===== src/rtl/fetch_unit.sv =====
// rtl/fetch_unit.sv - instruction fetch stage: PC, imem req/ack, stall/redirect, IF/ID outputs
// Optional misaligned-redirect check enabled by defining FETCH_ALIGN_CHECK_EN.
module fetch_unit #(
  parameter logic [31:0] RESET_PC  = 32'h0000_0000,
  parameter logic [31:0] NOP_INSTR = 32'h0000_0000
) (
  input  logic        clk,
  input  logic        reset,
  input  logic        stall,
  input  logic        redirect,
  input  logic [31:0] redirect_pc,
  output logic        imem_req,
  output logic [31:0] imem_addr,
  input  logic        imem_ack,
  input  logic [31:0] imem_rdata,
  output logic [31:0] pc_out,
  output logic [31:0] instr_out,
  output logic        instr_valid
`ifdef FETCH_ALIGN_CHECK_EN
  ,
  output logic        fetch_misalign
`endif
);

  typedef enum logic {REQ, HOLD} state_t;

  state_t      state;
  logic [31:0] pc;
  logic [31:0] hold_buf;
  logic        kill;
  logic        ack_v;
  logic        advance;
  logic [31:0] pc_inc;
  logic [31:0] target;
  logic [31:0] deliver_data;

`ifdef FETCH_ALIGN_CHECK_EN
  logic        misalign;
  logic        squash;
  assign misalign = |redirect_pc[1:0];
  assign target   = {redirect_pc[31:2], 2'b00};
`else
  assign target   = redirect_pc;
`endif

  // An ack only counts against a request that is actually on the bus.
  assign ack_v        = imem_req & imem_ack;
  assign pc_inc       = pc + 32'd4;
  assign deliver_data = (state == HOLD) ? hold_buf : imem_rdata;
  assign advance      = !stall && ((state == HOLD) || (ack_v && !kill));

  always_ff @(posedge clk or negedge reset) begin
    if (!reset) begin
      state       <= REQ;
      pc          <= RESET_PC;
      kill        <= 1'b0;
      hold_buf    <= 32'h0;
      imem_req    <= 1'b0;
      imem_addr   <= 32'h0;
      pc_out      <= 32'h0;
      instr_out   <= NOP_INSTR;
      instr_valid <= 1'b0;
`ifdef FETCH_ALIGN_CHECK_EN
      fetch_misalign <= 1'b0;
      squash         <= 1'b0;
`endif
    end else if (redirect) begin
      pc          <= target;
      state       <= REQ;
      pc_out      <= 32'h0;
      instr_out   <= NOP_INSTR;
      instr_valid <= 1'b0;
      // An unacked request must stay on the bus; its data is dropped when it returns.
      if (state == REQ && imem_req && !imem_ack) begin
        kill <= 1'b1;
      end else begin
        kill      <= 1'b0;
        imem_req  <= 1'b1;
        imem_addr <= target;
      end
`ifdef FETCH_ALIGN_CHECK_EN
      if (misalign) fetch_misalign <= 1'b1;
      squash <= misalign;
`endif
    end else if (advance) begin
      pc          <= pc_inc;
      state       <= REQ;
      imem_req    <= 1'b1;
      imem_addr   <= pc_inc;
      pc_out      <= pc_inc;
      instr_out   <= deliver_data;
      instr_valid <= 1'b1;
`ifdef FETCH_ALIGN_CHECK_EN
      if (squash) begin
        pc_out      <= 32'h0;
        instr_out   <= NOP_INSTR;
        instr_valid <= 1'b0;
      end
      squash <= 1'b0;
`endif
    end else if (state == REQ) begin
      if (ack_v && !kill) begin
        // Stalled with fresh data: park it and drop the request.
        hold_buf <= imem_rdata;
        state    <= HOLD;
        imem_req <= 1'b0;
      end else begin
        if (ack_v) kill <= 1'b0;
        if (ack_v || !imem_req) imem_addr <= pc;
        imem_req <= 1'b1;
        if (!stall) begin
          pc_out      <= 32'h0;
          instr_out   <= NOP_INSTR;
          instr_valid <= 1'b0;
        end
      end
    end
  end

endmodule

===== config.mk =====
export PLATFORM = sky130hd
export DESIGN_NAME = fetch_unit
export DESIGN_NICKNAME = d
export VERILOG_FILES = /design/src/rtl/fetch_unit.sv
export SDC_FILE = /design/constraint.sdc
export NUM_CORES = 1
export LEC_CHECK = 0
export CAP_MARGIN = 10
export CORE_ASPECT_RATIO = 2
export CORE_MARGIN = 10
export CORE_UTILIZATION = 40
export DETAILED_ROUTE_END_ITERATION = 10
export PLACE_DENSITY = 0.64
export SKIP_LAST_GASP = 1
export SLEW_MARGIN = 25
export SYNTH_ARGS = -nofsm -noshare
export SYNTH_HDL_FRONTEND = slang
export SYNTH_SLANG_ARGS = --single-unit

===== constraint.sdc =====
create_clock -name clk -period 3.4 [get_ports clk]
set_input_delay 0.34 -clock clk [delete_from_list [all_inputs] [get_ports clk]]
set_output_delay 0.34 -clock clk [all_outputs]
set_load 0.005 [all_outputs]

==> summary.txt <==
Layout
  – Post-Layout Cell Count: 1105
  – Nets@finish: 944
  – Share of cells above drive strength 1: 12.1%
  – Area Growth Syn to Fin: 33.5%
  – Diode count: 0

STA
  – Slew @ Worst Pin: 0.977 ns
  – Sum Neg Setup Slack: 0 ns
  – Setup ws final: 0.955 ns
  – RSZ-0062 raised after global routing: no
  – Maximum operating frequency: 409 MHz
  – Relative slew slack: 34.3%
  – Crit share post-route: 71.9%
  – Setup Skew: 0.00854 ns
  – Final Max Slew Viols: 0
  – Final hold violations: 0
  – Setup violators final: 0
  – Final min period: 2.45 ns

GRT
  – GRT Resource Usage Total: 17.1%
  – Pin count of the biggest net entering global routing: 76
  – Vias in the first global route: 6105
  – First-pass GRT wire length: 33.6 mm
  – Total grt overflow: 0
  – Initial antenna violation count: 0

Synthesis
  – Number of synthesized flops with an enable pin: 0
  – Mean Syn Cell Area: 10.5 um^2
  – Mapped Area: 7530 um^2
  – Gate Count Post-Synth: 716
  – Most frequent cell after synthesis: dfrtp_1
  – Synth cell count leaders: dfrtp_1, nand2_1, o21ai_0
  – Post-synthesis sequential area ratio: 54.5%
  – #FFs+latches synth: 164
  – Dominant cell type by area after synthesis: dfrtp_1
  – Post-synth ARST share: 100%
  – Post-synth top flop: dfrtp_1
  – Post-synthesis cell type count: 47
  – Main area contributors after synthesis: dfrtp_1, nand2_1, mux2_2
  – Mapped Nets: 787
  – YS warnings: 0
  – Top cell type's share of synthesized area: 54.5%

Worst setup path
  – Worst flop-to-flop path startpoint: pc[2]
  – Setup crit end kind: flop
  – Worst Path Required: 3.69 ns
  – CP startpoint: pc[2]
  – Crit path launch type: flop
  – WS Path Type: reg -> reg
  – CP max FO: 4
  – Critical Path AT: 2.74 ns

Die
  – Rows: 71
  – Boundary Pins: 167
  – Core footprint: 18700 um^2
  – Die W: 117 um
  – Die boundary height: 214 um
  – Die ar.: 25100 um^2
  – Initial cell density of the core: 40.4%

Flow run
  – Max cap viols: 0

Routing
  – Vias per inst: 5.23
  – Detailed Route WL: 20.8 mm
  – Wirelength per Cell: 18.8 um
  – DRC Markers: 0
  – Via Count: 5780
  – Drt pass-1 iters: 5
  – DR iter-0 viols: 301
  – Final ANT Viol Nets: 0

Pwr
  – Switching Power: 1.35 mW
  – Sequential share of power: 45.9%
  – Combinational power share: 16.9%
  – Worst vdd ir: 0.314 mV
  – Clock share of power: 37.2%
  – Switch share: 25.8%
  – P_leak: 4.06 nW
  – Int Power: 3.88 mW
  – Power per cell area: 521 nW/um^2

Place
  – PortBufs: 166
  – DP HPWL: 15.2 mm
  – Pre-CTS setup slack: 0.703 ns
  – # placed instances: 1072
  – Placer congestion estimate: 0.894

Clock network
  – Clock sinks: 164
  – CTS clock-pin slew for the worst setup and hold paths: 0.06 ns
  – CTS resizes: 0
  – Root Driver: clkbuf_16
  – H-tree depth: 4
  – Setup Fix Bufs, Post-CTS: 0
  – Num CTS Buffers: 17
  – CTS tree: built
  – Hold_buf cts: 1
  – Clk_lat worst skew: 0.43 ns
  – CTS Buffer Depth: 2

Hold path
  – Hold path start: redirect
  – Hold WC Path Type: in -> reg

Outcome
  – Outcome: finished, final reports clean
## per-layer routing
layer / global-route usage [%] / wire, um / vias up
met5: 0 / 0 / -
met4: 5.97 / 438 / 0
li1: - / - / 2808
met3: 3.64 / 934 / 26
met2: 30.1 / 11200 / 154
met1: 19.6 / 8270 / 2792
## cell usage in the layout, fill, tap and decap left out, types with 5 or more instances in the layout
cell	Yosys	layout
clkdlybuf4s50_1	0	164
dfrtp_1	164	163
nand2_1	136	135
o21ai_0	78	78
mux2_2	45	45
xor2_1	37	37
mux2i_1	34	34
nor2_1	27	27
nand3_1	20	20
nand4_1	18	18
o221ai_1	18	18
clkbuf_16	0	17
buf_4	0	17
xnor2_1	15	15
a21oi_1	10	10
inv_1	8	8
nor3_1	7	7
clkinvlp_4	0	6
nor2b_1	6	5
## worst max-delay path, stage by stage, from the launching register on
cell	delay (ns)
dfrtp_1	0.42
ha_1	0.29
nand2_1	0.14
nor4_1	0.85
nand4_1	0.20
xor2_1	0.27
o221ai_1	0.14
## through the flow
stage                     cell area [um^2]  power, mW  hold WS (ns)  utilization [%]
final                                10100       5.24         0.420             53.9
after global routing                 10100       5.49         0.448             53.9
after CTS                            10100       5.31         0.406             53.9
after detailed placement              9450       3.34         0.405             50.7
after global placement                9450       3.31         0.409             50.7
after floorplan                       7530       2.82        0.0444                -
## registers in the layout (all words and copies together), names as in the netlist
register	cells
state	1
instr_out	32
hold_buf	32
instr_valid	1
pc_out	32
kill	1
imem_addr	32
pc	32
imem_req	1
## worst paths after layout
path                                  to  depth (start not counted)  slack, ns
max                        imem_addr[26]                          6       0.95
min                               pc[13]                          3       0.42
max reg2reg                imem_addr[26]                          6       0.95
min reg2reg                   pc_out[24]                          2       0.48
max in group asynchronous   hold_buf[29]                          3       2.05
min in group asynchronous   instr_out[7]                          2       0.49
## power by group through the flow
stage	logic [mW]	clock network [mW]	registers, mW
2_1_floorplan	0.434	0	2.39
3_3_place_gp	0.888	0	2.43
3_5_place_dp	0.905	0	2.43
4_1_cts	0.908	2.00	2.40
5_1_grt	0.979	2.07	2.43
6_report	0.886	1.95	2.40
## layout make-up
class | instances | area, um^2
multi-input cells | 495 | 3210
inverters | 9 | 33.8
fillers | 1690 | 8600
well taps | 219 | 274
repair buffers | 186 | 1840
flip-flops and latches | 164 | 4110
clock buffers | 20 | 437
clock inverters | 12 | 158
## logic make-up after synthesis
family | count (synthesis) | share of synthesized area (%)
and+or+nand+nor | 234 | 14.4
muxes | 80 | 11.4
buffers and inverters | 57 | 3.04
DFF | 164 | 54.5
xor gates and xnor gates | 52 | 6.05
adders and majority gates | 2 | 0.332
AOI/OAI and AO/OA | 127 | 10.3
(Power assumes the default switching activity.)
